`src/rtl/sram_arb_pkg.sv`:
```
// Shared types and default sizing for the Avalon SRAM arbiter.
// Optional feature macro: SRAM_ARB_PRIORITY_EN (master 0 wins every idle arbitration).
package sram_arb_pkg;

   localparam int NUM_MASTERS_DEF = 3;
   localparam int BURST_MAX_DEF   = 4;
   localparam int MAX_PENDING_DEF = 4;

   typedef enum logic [0:0] {
      ARB_IDLE  = 1'b0,
      ARB_GRANT = 1'b1
   } arb_state_e;

   // Index width that stays legal for single-entry sizes.
   function automatic int clog2_min1(input int n);
      return (n > 1) ? $clog2(n) : 1;
   endfunction

endpackage

```
`src/rtl/sram_arb_tag_fifo.sv`:
```
// Tag FIFO recording which master owns each outstanding read, in issue order.
// Push and pop in the same cycle both take effect, including when full.
module sram_arb_tag_fifo
   import sram_arb_pkg::*;
#(
   parameter int W     = 2,
   parameter int DEPTH = 4,
   localparam int CNT_W = $clog2(DEPTH + 1),
   localparam int PTR_W = clog2_min1(DEPTH)
) (
   input  logic             clk,
   input  logic             rst,
   input  logic             push,
   input  logic [W-1:0]     push_data,
   input  logic             pop,
   output logic [W-1:0]     pop_data,
   output logic             empty,
   output logic             full,
   output logic [CNT_W-1:0] count
);

   localparam logic [PTR_W-1:0] LAST = PTR_W'(DEPTH - 1);

   logic [W-1:0]     mem_q [DEPTH];
   logic [PTR_W-1:0] wr_ptr_q, wr_ptr_d;
   logic [PTR_W-1:0] rd_ptr_q, rd_ptr_d;
   logic [CNT_W-1:0] count_q, count_d;
   logic             push_ok, pop_ok;

   assign empty    = (count_q == '0);
   assign full     = (count_q == CNT_W'(DEPTH));
   assign count    = count_q;
   assign pop_data = mem_q[rd_ptr_q];
   assign pop_ok   = pop && !empty;
   assign push_ok  = push && (!full || pop_ok);

   always_comb begin
      wr_ptr_d = wr_ptr_q;
      rd_ptr_d = rd_ptr_q;
      count_d  = count_q;
      if (push_ok) wr_ptr_d = (wr_ptr_q == LAST) ? '0 : wr_ptr_q + PTR_W'(1);
      if (pop_ok)  rd_ptr_d = (rd_ptr_q == LAST) ? '0 : rd_ptr_q + PTR_W'(1);
      case ({push_ok, pop_ok})
         2'b10:   count_d = count_q + CNT_W'(1);
         2'b01:   count_d = count_q - CNT_W'(1);
         default: count_d = count_q;
      endcase
   end

   always_ff @(posedge clk or negedge rst) begin
      if (!rst) begin
         wr_ptr_q <= '0;
         rd_ptr_q <= '0;
         count_q  <= '0;
      end else begin
         wr_ptr_q <= wr_ptr_d;
         rd_ptr_q <= rd_ptr_d;
         count_q  <= count_d;
      end
   end

   always_ff @(posedge clk) begin
      if (push_ok) mem_q[wr_ptr_q] <= push_data;
   end

endmodule

```
`src/rtl/avalon_sram_arbiter.sv`:
```
// Round-robin arbiter sharing one Avalon SRAM slave among NUM_MASTERS requesters.
// Define SRAM_ARB_PRIORITY_EN to give master 0 absolute priority at arbitration.
module avalon_sram_arbiter
   import sram_arb_pkg::*;
#(
   parameter int NUM_MASTERS = NUM_MASTERS_DEF,
   parameter int BURST_MAX   = BURST_MAX_DEF,
   parameter int MAX_PENDING = MAX_PENDING_DEF
) (
   input  logic                         clk,
   input  logic                         rst,
   input  logic [NUM_MASTERS-1:0]       m_read_n,
   input  logic [NUM_MASTERS-1:0]       m_write_n,
   input  logic [NUM_MASTERS-1:0][31:0] m_address,
   input  logic [NUM_MASTERS-1:0][15:0] m_writedata,
   input  logic [NUM_MASTERS-1:0][1:0]  m_byteenable_n,
   output logic [NUM_MASTERS-1:0]       m_waitrequest,
   output logic [NUM_MASTERS-1:0]       m_readdatavalid,
   output logic [15:0]                  m_readdata,
   output logic                         s_read_n,
   output logic                         s_write_n,
   output logic [31:0]                  s_address,
   output logic [15:0]                  s_writedata,
   output logic [1:0]                   s_byteenable_n,
   input  logic                         s_waitrequest,
   input  logic                         s_readdatavalid,
   input  logic [15:0]                  s_readdata,
   output logic [NUM_MASTERS-1:0]       grant,
   output logic                         err_rdv
);

   localparam int IDX_W = clog2_min1(NUM_MASTERS);
   localparam int CNT_W = $clog2(MAX_PENDING + 1);
   localparam int BC_W  = $clog2(BURST_MAX + 1);

   arb_state_e             state_q, state_d;
   logic [NUM_MASTERS-1:0] grant_q, grant_d;
   logic [IDX_W-1:0]       gidx_q, gidx_d;
   logic [IDX_W-1:0]       last_grant_q, last_grant_d;
   logic [BC_W-1:0]        xfer_cnt_q, xfer_cnt_d;
   logic                   err_rdv_q, err_rdv_d;

   logic [NUM_MASTERS-1:0] req;
   logic [IDX_W-1:0]       arb_idx, fifo_tag;
   logic                   in_grant, rd_g, wr_g, req_g, rd_block, accept;
   logic                   fifo_empty, fifo_full, fifo_pop;
   logic [CNT_W-1:0]       fifo_cnt;

   // First requester strictly after 'last'; 'last' itself is checked last.
   function automatic logic [IDX_W-1:0] rr_pick(input logic [NUM_MASTERS-1:0] r,
                                                input logic [IDX_W-1:0] last);
      logic [IDX_W-1:0] pick;
      int idx;
      pick = last;
      for (int k = NUM_MASTERS; k >= 1; k--) begin
         idx = (int'(last) + k) % NUM_MASTERS;
         if (r[idx]) pick = IDX_W'(idx);
      end
      return pick;
   endfunction

   assign req = ~m_read_n | ~m_write_n;

`ifdef SRAM_ARB_PRIORITY_EN
   assign arb_idx = req[0] ? '0 : rr_pick(req & ~NUM_MASTERS'(1), last_grant_q);
`else
   assign arb_idx = rr_pick(req, last_grant_q);
`endif

   assign in_grant = (state_q == ARB_GRANT);
   assign rd_g     = in_grant && !m_read_n[gidx_q];
   assign wr_g     = in_grant && !m_write_n[gidx_q];
   assign req_g    = rd_g || wr_g;
   assign fifo_pop = s_readdatavalid && !fifo_empty;
   // A return in the same cycle frees a slot, so a full FIFO need not stall then.
   assign rd_block = rd_g && fifo_full && !fifo_pop;
   assign accept   = req_g && !s_waitrequest && !rd_block;

   assign s_read_n       = !(rd_g && !rd_block);
   assign s_write_n      = !(wr_g && !rd_g);
   assign s_address      = in_grant ? m_address[gidx_q]      : '0;
   assign s_writedata    = in_grant ? m_writedata[gidx_q]    : '0;
   assign s_byteenable_n = in_grant ? m_byteenable_n[gidx_q] : '1;
   assign grant          = grant_q;
   assign err_rdv        = err_rdv_q;
   assign m_readdata     = fifo_pop ? s_readdata : '0;

   always_comb begin
      m_waitrequest = '1;
      if (in_grant) m_waitrequest[gidx_q] = s_waitrequest | rd_block;
   end

   always_comb begin
      m_readdatavalid = '0;
      if (fifo_pop) m_readdatavalid[fifo_tag] = 1'b1;
   end

   always_comb begin
      state_d      = state_q;
      grant_d      = grant_q;
      gidx_d       = gidx_q;
      last_grant_d = last_grant_q;
      xfer_cnt_d   = xfer_cnt_q;
      err_rdv_d    = err_rdv_q | (s_readdatavalid && (fifo_cnt == '0));
      case (state_q)
         ARB_IDLE: begin
            if (|req) begin
               state_d          = ARB_GRANT;
               gidx_d           = arb_idx;
               grant_d          = '0;
               grant_d[arb_idx] = 1'b1;
            end
         end
         ARB_GRANT: begin
            if (!req_g || (accept && xfer_cnt_q == BC_W'(BURST_MAX - 1))) begin
               state_d      = ARB_IDLE;
               grant_d      = '0;
               last_grant_d = gidx_q;
               xfer_cnt_d   = '0;
            end else if (accept) begin
               xfer_cnt_d = xfer_cnt_q + BC_W'(1);
            end
         end
         default: state_d = ARB_IDLE;
      endcase
   end

   always_ff @(posedge clk or negedge rst) begin
      if (!rst) begin
         state_q      <= ARB_IDLE;
         grant_q      <= '0;
         gidx_q       <= '0;
         last_grant_q <= IDX_W'(NUM_MASTERS - 1);
         xfer_cnt_q   <= '0;
         err_rdv_q    <= 1'b0;
      end else begin
         state_q      <= state_d;
         grant_q      <= grant_d;
         gidx_q       <= gidx_d;
         last_grant_q <= last_grant_d;
         xfer_cnt_q   <= xfer_cnt_d;
         err_rdv_q    <= err_rdv_d;
      end
   end

   sram_arb_tag_fifo #(
      .W     (IDX_W),
      .DEPTH (MAX_PENDING)
   ) u_tag_fifo (
      .clk       (clk),
      .rst       (rst),
      .push      (accept && rd_g),
      .push_data (gidx_q),
      .pop       (fifo_pop),
      .pop_data  (fifo_tag),
      .empty     (fifo_empty),
      .full      (fifo_full),
      .count     (fifo_cnt)
   );

endmodule

```
`config.mk`:
```
export PLATFORM = sky130hd
export DESIGN_NAME = avalon_sram_arbiter
export DESIGN_NICKNAME = d
export VERILOG_FILES = /design/src/rtl/sram_arb_pkg.sv /design/src/rtl/sram_arb_tag_fifo.sv /design/src/rtl/avalon_sram_arbiter.sv
export SDC_FILE = /design/constraint.sdc
export NUM_CORES = 1
export LEC_CHECK = 0
export ABC_CLOCK_PERIOD_IN_PS = 3400
export BUFFER_PORTS_ARGS = -buffer_cell sky130_fd_sc_hd__buf_2
export CAP_MARGIN = 25
export CELL_PAD_IN_SITES_DETAIL_PLACEMENT = 0
export CELL_PAD_IN_SITES_GLOBAL_PLACEMENT = 1
export CORE_MARGIN = 2
export CORE_UTILIZATION = 25
export DETAILED_ROUTE_END_ITERATION = 8
export PLACE_DENSITY_LB_ADDON = 0.1
export SYNTH_ARGS = -nofsm -noshare
export SYNTH_HDL_FRONTEND = slang
export SYNTH_SLANG_ARGS = --single-unit
```
`constraint.sdc`:
```
create_clock -name clk -period 3.4 [get_ports clk]
set_input_delay 0.17 -clock clk [delete_from_list [all_inputs] [get_ports clk]]
set_output_delay 0.17 -clock clk [all_outputs]
set_load 0.05 [all_outputs]
```
* Word-level counts from Yosys, hierarchy flattened *
Memory sizes are Yosys's and may differ from the RTL's.
Index checks and enable logic that the tools add are counted.

storage, ports and cells
  flip-flop bits (word level) = 19
  memory bits (writable) = 8
  memories = 1

operators by class
  add/subtract/negate cells = 8
  divide/modulo/power cells = 3
  order comparisons = 9
  equal/unequal tests = 8
  muxes and demuxes = 47
  bitwise logic cells = 8
  reduce and logical (&&, ||, !) cells = 39

memories
  memory            words  width  rd ports  clocked after Yosys merged registers in  write ports  RTL line                 text
  u_tag_fifo.mem_q  4      2      1         0                                        1            sram_arb_tag_fifo.sv:24  logic [W-1:0] mem_q [DEPTH];

operator list
  operator                                                               count
  32-bit by 4-bit < comparator with 1-bit output, second input constant  3
  32-bit by 3-bit modulo with 32-bit output, second input constant       3
  32-bit binary-select mux with 2-bit select                             1
  32-bit two-way mux                                                     2
  16-bit two-way mux                                                     3
  16-bit binary-select mux with 2-bit select                             1
  3-bit two-way mux                                                      6
  1-bit logical AND                                                      17
  1-bit two-way mux                                                      15
  2-bit two-way mux                                                      7
  3-bit case mux with 2 select lines                                     2
  1-bit logical NOT                                                      11
  1-bit binary-select mux with 2-bit select                              5
  2-bit by 3-bit < comparator with 1-bit output, second input constant   3
  3-bit NOT                                                              3
  2-bit AND reduction                                                    4
  2-bit by 2-bit adder with 3-bit output, second input constant          2
  3-bit by 1-bit adder with 3-bit output, second input constant          2
  1-bit demux with 2-bit select                                          3
  2-bit == test, second input constant                                   3
  2-bit by 1-bit >= comparator with 1-bit output, second input constant  3
  3-bit OR                                                               2
  2-bit by 1-bit adder with 2-bit output, second input constant          2
  2-bit binary-select mux with 2-bit select                              1
  other kinds (14)                                                       18

* Depth between registers and ports, before layout *
Gate-level depths: netlist of run 1.

  depth after elaboration = 14
  depth in mapped cells = 13

* Hierarchy *
From an unflattened synthesis of run 1, not the netlist that was laid out.

unflattened totals
  cells, all modules = 410
  area, all modules = 3110.5 µm²

modules (own cells, without submodules)
  module               times used  cells an instance  area each (µm²)  seq. area each (µm²)
  avalon_sram_arbiter  1           346                2279.7           301.5
  sram_arb_tag_fifo    1           64                 830.8            415.4

* Worst setup path before layout of run 1 *
Ideal clock, no wire load.

  path kind = flip-flop to flip-flop
  start point = register gidx_q[0]
  end point = register u_tag_fifo.count_q[1] (netlist: u_tag_fifo.count[1])
  arrival = 2336 ps
  setup slack = 981 ps
  stages on the path, launching flop included = 11
  period minus slack after synthesis = 2419 ps
  cells stage by stage = dfrtp_1 -> buf_6 -> mux2_1 -> a22oi_2 -> nand2_1 -> nor3_4 -> inv_1 -> ha_1 -> inv_1 -> fa_1 -> o21ai_0

between the ends
  longest elaborated chain between the ends = 12

RTL lines
  element                                                                           RTL line                    text
  from (decl)                                                                       avalon_sram_arbiter.sv:38   logic [IDX_W-1:0] gidx_q, gidx_d;
  from (signal assigned)                                                            avalon_sram_arbiter.sv:139  gidx_q <= gidx_d;
  1-bit binary-select mux with 2-bit select                                         avalon_sram_arbiter.sv:71   assign rd_g = in_grant && !m_read_n[gidx_q];
  1-bit two-way mux (not written as such)                                           avalon_sram_arbiter.sv:71
  1-bit logical NOT                                                                 avalon_sram_arbiter.sv:71
  1-bit logical AND                                                                 avalon_sram_arbiter.sv:71
  1-bit logical AND (2 in series)                                                   avalon_sram_arbiter.sv:76   assign rd_block = rd_g && fifo_full && !fifo_pop;
  1-bit logical NOT                                                                 avalon_sram_arbiter.sv:77   assign accept = req_g && !s_waitrequest && !rd_block;
  1-bit logical AND                                                                 avalon_sram_arbiter.sv:77
  1-bit logical AND *                                                               avalon_sram_arbiter.sv:152  .push (accept && rd_g),
  1-bit logical AND *                                                               sram_arb_tag_fifo.sv:35     assign push_ok = push && (!full || pop_ok);
  2-bit by 1-bit == test with 1-bit output / 2-bit == test (equally long branches)  sram_arb_tag_fifo.sv:43     case ({push_ok, pop_ok})
  3-bit case mux with 2 select lines / 2-bit nonzero test (equally long branches)   -
  to (signal assigned)                                                              sram_arb_tag_fifo.sv:58     count_q <= count_d;
  to (decl)                                                                         sram_arb_tag_fifo.sv:27     logic [CNT_W-1:0] count_q, count_d;

Mark *: on every way between the ends. The rest lies on a longest branch, timed or not. The select of a mux whose other input is x is not followed.
A chain may end at the register's enable or synchronous reset.

* Final worst setup path of run 1 *
  start point = register gidx_q[0]
  end point = register u_tag_fifo.count_q[2] (netlist: u_tag_fifo.count[2])

Same word-level chain as after synthesis.

==> run_results.csv, run 1 <==
group,metric,value,unit
floorplanning,design.core.area,0.0115,mm^2
clock_network,clock_insertion_delay_worst_skew,0.26,ns
logic_synthesis,fraction_of_registers_with_async_set_reset,70.4,%
placement,dp.final_hpwl,9480,um
clock_network,clock_tree.root_cell,"sky130_fd_sc_hd__clkbuf_16",
clock_network,clk_transition_reported_paths,0.07,ns
floorplanning,design.portCount,254,
global_routing,antenna_found_initial,3,
worst_hold_path,hold_path.class,"input port to register",
clock_network,post-cts-setup-buffer-count,0,
timing,fmaxAchievable,389,MHz
worst_setup_path,r2r_cells,11,
clock_network,cts.path.max_buffers,2,
timing,timing_hold_violations_final,0,
logic_synthesis,ys_ff_latch,27,
timing,setup_viol,0,
clock_network,tritoncts,"done",
drt,antenna_left,0,
clock_network,clock-sinks,27,
worst_hold_path,min_from,"s_readdatavalid",
final_layout,antenna_cells_inserted,0,
power_and_ir_drop,cellLeakagePower,2.35,nW
global_routing,first_global_vias,3564,
logic_synthesis,netlist_area,0.00294,mm^2
worst_setup_path,critPathArrivalTime,2.72,ns
worst_setup_path,critical_path_maximum_fanout,10,
timing,finalWorstSetupSlack,0.826,ns
worst_hold_path,hold-path-endpoint,"err_rdv$_DFF_PN0_",
floorplanning,dieArea,0.0127,mm^2
logic_synthesis,synth_top_flop_cell,"sky130_fd_sc_hd__dfrtp_1",
final_layout,post_route_cells_drive_above_1_share,44.4,%
worst_setup_path,worst-endpoint-required,3.55,ns
clock_network,num_cts_buffers,3,
worst_setup_path,worst_setup_path_start_kind,"register",
drt,initialDrtViolationCount,131,
run,drv.max_cap_violation_count,0,
drt,post-route-drc-count,0,
power_and_ir_drop,cellPowerDensity,1010,mW/mm^2
worst_setup_path,reg2reg_to,"u_tag_fifo.count[2]$_DFFE_PN0P_",
power_and_ir_drop,p_total,4.47,mW
placement,placement.setup.worst_slack,0.826,ns
timing,clock-skew-final,0.00459,ns
logic_synthesis,edff_count_synth,8,
timing,relSlewSlack,36.2,%
timing,finalWorstPathRequiredPeriod,2.57,ns
logic_synthesis,ys_warn_count,0,
clock_network,htree_num_levels,1,
worst_setup_path,regToRegSetupSlack,0.83,ns
placement,port_buffers,253,
drt,detailedRoute.firstPassIterationCount,4,
floorplanning,die_y,113,um
logic_synthesis,synthDistinctLibCells,51,
timing,setup_tns,0,ns
timing,period_share,75.7,%
placement,place.gp.congestion,0.846,
final_layout,flow.area_growth_from_synthesis,49.9,%
logic_synthesis,synth_top_area_share,17.3,%
global_routing,grt_pass1_wl,18000,um
worst_setup_path,path_class,"register to register",
status,run_status,"finished clean",
logic_synthesis,synth.net_count,573,
timing,worst_slew_pin_slew,0.956,ns
final_layout,nets,810,
timing,final_number_of_max_transition_violations,0,
global_routing,all_layer_gr_usage,17.4,%
timing,unrepaired_setup_endpoints_after_global_routing,"false",
global_routing,pin_count_of_the_biggest_net_entering_global_routing,55,
logic_synthesis,yosysSeqAreaShare,24.4,%
drt,postRouteWirelength,11600,um
logic_synthesis,synth_largest_area_cell,"sky130_fd_sc_hd__mux2i_1",
logic_synthesis,syn_area_per_cell,7.63,um^2
power_and_ir_drop,peakVddDrop,0.000614,V
drt,route.detailed.wl_per_inst,15.1,um
worst_setup_path,reg2reg_from,"gidx_q[0]$_DFFE_PN0P_",
global_routing,remaining_global_route_overflow,0,
floorplanning,fp.dieW,113,um
floorplanning,initial_cell_density_of_the_core,25.7,%
floorplanning,core.rowCount,39,
worst_hold_path,hold_path_depth,2,
drt,route.vias.total,3629,
logic_synthesis,netlist_top_cells_area,"sky130_fd_sc_hd__mux2i_1, sky130_fd_sc_hd__dfrtp_1, sky130_fd_sc_hd__nor2_1",
worst_setup_path,setup.worst_path.end_class,"register",
logic_synthesis,netlist_instances,386,
drt,avgViaCountPerCell,4.74,
## kinds of logic after synthesis
family | Yosys count | synth area share [%]
mux | 58 | 20.8
simple gates | 160 | 25.1
xor+xnor | 3 | 0.893
flops | 27 | 24.4
buf+inv | 39 | 5.40
compound gates | 88 | 18.5
fa+ha+maj | 11 | 4.93
## worst max-delay path: stages, from the launching register on
cell	delay, ns
sky130_fd_sc_hd__dfrtp_4	0.54
sky130_fd_sc_hd__mux2_1	0.35
sky130_fd_sc_hd__a22oi_2	0.25
sky130_fd_sc_hd__nand2_1	0.19
sky130_fd_sc_hd__nor3_4	0.25
sky130_fd_sc_hd__inv_1	0.08
sky130_fd_sc_hd__ha_1	0.21
sky130_fd_sc_hd__inv_1	0.07
sky130_fd_sc_hd__fa_1	0.18
sky130_fd_sc_hd__xor2_1	0.14
sky130_fd_sc_hd__nor2_1	0.06
sky130_fd_sc_hd__xor2_1	0.14
## flip-flops by register name, indices dropped and copies added (netlist names)
register / flops
u_tag_fifo.mem_q: 8
grant: 3
u_tag_fifo.count: 3
xfer_cnt_q: 3
gidx_q: 2
last_grant_q: 2
u_tag_fifo.rd_ptr_q: 2
u_tag_fifo.wr_ptr_q: 2
err_rdv: 1
in_grant: 1
## power by group
| group | switching (mW) | total, mW | internal (mW) | leakage (nW) |
|---|---|---|---|---|
| registers | 0.117 | 0.581 | 0.464 | 0.302 |
| clock network | 0.115 | 0.275 | 0.160 | 0.0371 |
| logic | 2.58 | 3.62 | 1.04 | 2.01 |
## placed cells by master, fill, tap and decap left out, types with 4 or more instances in the layout
cell,instances
sky130_fd_sc_hd__a21o_1,4
sky130_fd_sc_hd__a21oi_1,54
sky130_fd_sc_hd__and2_1,22
sky130_fd_sc_hd__buf_2,253
sky130_fd_sc_hd__buf_4,4
sky130_fd_sc_hd__dfrtp_1,16
sky130_fd_sc_hd__edfxtp_1,8
sky130_fd_sc_hd__ha_1,10
sky130_fd_sc_hd__inv_1,12
sky130_fd_sc_hd__mux2i_1,51
sky130_fd_sc_hd__nand2_1,13
sky130_fd_sc_hd__nand2b_1,4
sky130_fd_sc_hd__nor2_1,100
sky130_fd_sc_hd__o21ai_0,8
## metal layers
metal | vias up | GRT usage [%] | share of wire (%) | wire length, um
li1 | 1816 | - | - | -
met1 | 1669 | 20.0 | 39 | 4470
met4 | 2 | 3.25 | 1.4 | 160
met5 | - | 0 | 0.11 | 13
met2 | 130 | 32.4 | 53 | 6080
met3 | 12 | 4.86 | 7.3 | 845
## cells in the mapped netlist (3+ instances only)
| master | instances |
|---|---|
| sky130_fd_sc_hd__buf_2 | 4 |
| sky130_fd_sc_hd__nor2_1 | 100 |
| sky130_fd_sc_hd__edfxtp_1 | 8 |
| sky130_fd_sc_hd__a21o_1 | 4 |
| sky130_fd_sc_hd__clkbuf_1 | 18 |
| sky130_fd_sc_hd__o31ai_1 | 3 |
| sky130_fd_sc_hd__nand2b_1 | 4 |
| sky130_fd_sc_hd__ha_1 | 10 |
| sky130_fd_sc_hd__buf_1 | 3 |
| sky130_fd_sc_hd__nand3b_1 | 3 |
| sky130_fd_sc_hd__nor3_1 | 3 |
| sky130_fd_sc_hd__dfrtp_1 | 18 |
| sky130_fd_sc_hd__mux2_2 | 3 |
| sky130_fd_sc_hd__nand2_1 | 13 |
| sky130_fd_sc_hd__a21boi_0 | 3 |
| sky130_fd_sc_hd__or3_1 | 3 |
| sky130_fd_sc_hd__mux2i_1 | 51 |
| sky130_fd_sc_hd__o21ai_0 | 8 |
| sky130_fd_sc_hd__a21oi_1 | 54 |
| sky130_fd_sc_hd__and2_1 | 22 |
| sky130_fd_sc_hd__nand3_1 | 3 |
| sky130_fd_sc_hd__inv_1 | 12 |
| sky130_fd_sc_hd__a32o_1 | 3 |
## worst max path at each step
stage / start / end
2_1_floorplan: gidx_q[0]$_DFFE_PN0P_ / u_tag_fifo.count[1]$_DFFE_PN0P_
3_3_place_gp: gidx_q[0]$_DFFE_PN0P_ / u_tag_fifo.count[2]$_DFFE_PN0P_
3_5_place_dp: gidx_q[0]$_DFFE_PN0P_ / u_tag_fifo.count[1]$_DFFE_PN0P_
4_1_cts: gidx_q[0]$_DFFE_PN0P_ / u_tag_fifo.count[1]$_DFFE_PN0P_
5_1_grt: gidx_q[0]$_DFFE_PN0P_ / u_tag_fifo.count[1]$_DFFE_PN0P_
6_report: gidx_q[0]$_DFFE_PN0P_ / u_tag_fifo.count[2]$_DFFE_PN0P_
## stage by stage
stage               std cells  hold slack (ns)  cell area (um^2)  utilization (%)
floorplan                 386           -0.126              2940                -
global placement          760            0.150              4320             37.7
detailed placement        760            0.148              4320             37.7
CTS                       765            0.153              4410             38.5
global route              765            0.157              4410             38.5
finish                    765            0.153              4410             38.5
## cell type report
type                       count  area (um^2)
tap                          143          179
fill                        1232         7050
timing repair buffer         258         1310
clock buffer                   3         75.1
multi-input combinational    320         2080
clock inverter                 1         7.51
sequential                    27          722
inverter                      13         48.8
## timing repair
| item | CTS | global route |
|---|---|---|
| hold buffers | 1 | 0 |
| endpoints found under the hold margin | 18 | 0 |
| gates resized for setup | 0 | 0 |
(Power assumes the default switching activity.)
==> run 2: changes to the inputs <==
- ABC_AREA: not set -> 1
- ABC_CLOCK_PERIOD_IN_PS: 3400 -> 2100
- CORE_UTILIZATION: 25 -> 22
- clock period: 3.4 -> 2.1 ns (I/O delays scaled with it)
==> run_results.csv, run 2 <==
group,metric,value,unit
final_layout,n_fill_cell,1559,
timing,finalWorstSetupSlack,0.0480,ns
logic_synthesis,ys_warn_count,0,
worst_setup_path,worst-endpoint-required,2.24,ns
worst_hold_path,hold_path_depth,3,
worst_setup_path,cpPeakStageDelay,0.44,ns
drt,antenna_left,0,
timing,worst_slew_pin_slew,0.484,ns
power_and_ir_drop,cellPowerDensity,1880,mW/mm^2
placement,dp.final_hpwl,9870,um
logic_synthesis,synth.net_count,755,
power_and_ir_drop,cellLeakagePower,3.11,nW
drt,avgViaCountPerCell,4.44,
worst_setup_path,critical_path_depth,15,
worst_setup_path,path_class,"register to register",
drt,post-route-drc-count,0,
clock_network,htree_num_levels,1,
worst_setup_path,regToRegSetupSlack,0.05,ns
logic_synthesis,syn_area_per_cell,5.54,um^2
worst_setup_path,timing.critical_path.cells,"inv_4, nand2_1, nand2_1, nand2_2, nand2_4, inv_4, nand2_8, nor2_4, inv_2, ha_4, inv_2, fa_2, a21oi_2, o21ai_1, xor2_1",
final_layout,max_reg_flops,8,
final_layout,antenna_cells_inserted,0,
worst_setup_path,wp_buf_inv,4,
clock_network,clock-sinks,27,
logic_synthesis,ys_ff_latch,27,
worst_hold_path,hold-path-endpoint,"err_rdv$_DFF_PN0_",
global_routing,remaining_global_route_overflow,0,
worst_setup_path,worst_setup_path_start_kind,"register",
logic_synthesis,synth_top_flop_cell,"sky130_fd_sc_hd__dfrtp_1",
floorplanning,initial_cell_density_of_the_core,22.6,%
timing,period_share,97.7,%
timing,fmaxAchievable,487,MHz
drt,postRouteWirelength,13800,um
placement,placed_area,0.00462,mm^2
logic_synthesis,fraction_of_registers_with_async_set_reset,70.4,%
logic_synthesis,netlist_area,0.00315,mm^2
floorplanning,design.portCount,254,
power_and_ir_drop,peakVddDrop,0.00101,V
timing,clock-skew-final,0.00341,ns
logic_synthesis,edff_count_synth,8,
final_layout,post_route_cells_drive_above_1_share,37.1,%
drt,route.detailed.wl_per_inst,13.9,um
floorplanning,dieArea,0.0153,mm^2
worst_setup_path,reg2reg_from,"gidx_q[0]$_DFFE_PN0P_",
timing,timing_hold_violations_final,0,
timing,relSlewSlack,67.7,%
clock_network,cts.path.max_buffers,2,
clock_network,clock_tree.root_cell,"sky130_fd_sc_hd__clkbuf_16",
floorplanning,fp.dieW,124,um
clock_network,clk_transition_reported_paths,0.07,ns
logic_synthesis,synth_largest_area_cell,"sky130_fd_sc_hd__nand2_1",
logic_synthesis,netlist_top_cells_area,"sky130_fd_sc_hd__nand2_1, sky130_fd_sc_hd__nand3_1, sky130_fd_sc_hd__dfrtp_1",
floorplanning,core.rowCount,43,
status,run_status,"finished clean",
worst_hold_path,hold_path.class,"input port to register",
worst_setup_path,critPathArrivalTime,2.19,ns
final_layout,layout_common_cells,"sky130_fd_sc_hd__buf_2, sky130_fd_sc_hd__nand2_1, sky130_fd_sc_hd__nand3_1",
run,drv.max_cap_violation_count,0,
final_layout,finalCoreUtilization,36.0,%
timing,final_number_of_max_transition_violations,0,
global_routing,all_layer_gr_usage,15.9,%
final_layout,mostFrequentLayoutCell,"sky130_fd_sc_hd__buf_2",
global_routing,grt_pass1_wl,19500,um
timing,finalWorstPathRequiredPeriod,2.05,ns
worst_setup_path,slowest_stage,"sky130_fd_sc_hd__dfrtp_2",
clock_network,tritoncts,"done",
final_layout,nets,1003,
final_layout,flow.area_growth_from_synthesis,59.4,%
logic_synthesis,dominant_cell_by_count_in_the_synthesized_netlist,"sky130_fd_sc_hd__nand2_1",
timing,setup_viol,0,
worst_hold_path,min_from,"s_readdatavalid",
logic_synthesis,synth_top_area_share,25.2,%
global_routing,antenna_found_initial,0,
worst_setup_path,r2r_cells,15,
worst_setup_path,critical_path_maximum_fanout,5,
clock_network,clock_insertion_delay_worst_skew,0.26,ns
worst_setup_path,largest_delay_contributor_family_on_the_critical_path,"adder cells",
logic_synthesis,synthDistinctLibCells,31,
placement,placement.setup.worst_slack,0.0339,ns
timing,unrepaired_setup_endpoints_after_global_routing,"true",
drt,route.vias.total,4421,
final_layout,final_cell_area,0.00502,mm^2
drt,initialDrtViolationCount,186,
logic_synthesis,yosysSeqAreaShare,22.8,%
worst_setup_path,reg2reg_to,"u_tag_fifo.count[2]$_DFFE_PN0P_",
logic_synthesis,commonest_cells_in_the_netlist,"sky130_fd_sc_hd__nand2_1, sky130_fd_sc_hd__nand3_1, sky130_fd_sc_hd__inv_1",
placement,port_buffers,253,
logic_synthesis,netlist_instances,568,
floorplanning,design.core.area,0.0139,mm^2
drt,detailedRoute.firstPassIterationCount,4,
global_routing,first_global_vias,4154,
timing,fin_worst_hold_slack,0.138,ns
floorplanning,die_y,124,um
final_layout,register_with_the_most_flip_flops,"u_tag_fifo.mem_q",
global_routing,pin_count_of_the_biggest_net_entering_global_routing,56,
clock_network,num_cts_buffers,3,
worst_setup_path,setup.worst_path.end_class,"register",
placement,place.gp.congestion,0.782,
-- run 2: cell types whose count changed after synthesis, moves of 4 or more --
| cell | previous run | this run |
|---|---|---|
| sky130_fd_sc_hd__a21oi_1 | 54 | 5 |
| sky130_fd_sc_hd__clkbuf_1 | 18 | 11 |
| sky130_fd_sc_hd__mux2i_1 | 51 | 0 |
| sky130_fd_sc_hd__o21ai_1 | 0 | 4 |
| sky130_fd_sc_hd__inv_1 | 12 | 96 |
| sky130_fd_sc_hd__nand2b_1 | 4 | 0 |
| sky130_fd_sc_hd__nand3_1 | 3 | 121 |
| sky130_fd_sc_hd__nand2_2 | 0 | 4 |
| sky130_fd_sc_hd__inv_2 | 1 | 5 |
| sky130_fd_sc_hd__a21o_1 | 4 | 0 |
| sky130_fd_sc_hd__nor2_1 | 100 | 31 |
| sky130_fd_sc_hd__and2_1 | 22 | 0 |
| sky130_fd_sc_hd__nand2_1 | 13 | 211 |
| sky130_fd_sc_hd__buf_1 | 3 | 9 |
-- run 2: final cells by class --
| class | count | area, um^2 | area share [%] |
|---|---|---|---|
| clock buffer | 3 | 75.1 | 1.50 |
| clock inverter | 1 | 7.51 | 0.150 |
| inverter | 102 | 395 | 7.88 |
| multi-input combinational | 410 | 1950 | 39.0 |
| sequential | 27 | 721 | 14.4 |
| tap | 180 | 225 | 4.49 |
| timing repair buffer | 272 | 1640 | 32.7 |
-- run 2: stage by stage --
| step | TNS [ns] | std cells | power (mW) |
|---|---|---|---|
| after CTS | 0 | 987 | 9.00 |
| after global placement | 0 | 981 | 8.14 |
| after global routing | -0.0677 | 995 | 10.2 |
| final | 0 | 995 | 9.42 |
| after floorplan | -0.0139 | 568 | 6.43 |
| after detailed placement | 0 | 981 | 8.16 |
-- run 2: cell families (layout without fill, tap and decap cells) --
logic type / Yosys count / count (layout) / share of synthesized area [%]
AND/OR/NAND/NOR: 373 / 373 / 50.4
buffers and inverters: 131 / 378 / 16.5
flip-flops: 27 / 27 / 22.8
AO/OA/AOI/OAI: 24 / 24 / 5.21
adder cells (fa/ha/maj): 11 / 11 / 4.61
XOR/XNOR: 2 / 2 / 0.557
-- run 2: worst min-delay path: cells and delay by family --
| kind | cells | cell delay [ns] |
|---|---|---|
| compound gates | 1 | 0.08 |
| buf+inv | 2 | 0.18 |
-- run 2: what timing repair did --
item	4_1_cts	5_1_grt
setup endpoints to repair	51	52
endpoints found under the hold margin	18	0
buffers inserted	0	4
pin swaps	0	4
gates cloned	1	4
gates resized for setup	31	25
hold buffers	1	0
-- run 2: metal layers --
layer	up-vias	share of wire [%]	GRT usage [%]
met1	1970	40	18.4
met5	-	0	0
met2	194	53	31.5
met3	8	6.5	1.88
met4	0	0.82	2.63
li1	2249	-	-
-- run 2: worst max path at each step --
stage | start | endpoint
6_report | gidx_q[0]$_DFFE_PN0P_ | u_tag_fifo.count[2]$_DFFE_PN0P_
5_1_grt | gidx_q[0]$_DFFE_PN0P_ | u_tag_fifo.count[2]$_DFFE_PN0P_
4_1_cts | gidx_q[1]$_DFFE_PN0P_ | s_writedata[9]
3_5_place_dp | u_tag_fifo.count[0]$_DFFE_PN0P_ | u_tag_fifo.count[2]$_DFFE_PN0P_
3_3_place_gp | u_tag_fifo.count[0]$_DFFE_PN0P_ | u_tag_fifo.count[2]$_DFFE_PN0P_
2_1_floorplan | gidx_q[0]$_DFFE_PN0P_ | u_tag_fifo.count[2]$_DFFE_PN0P_
-- run 2: power by group --
group / switching (mW) / internal, mW / total [mW]
sequential: 0.134 / 0.769 / 0.904
combinational: 5.68 / 2.40 / 8.08
clock: 0.187 / 0.259 / 0.446
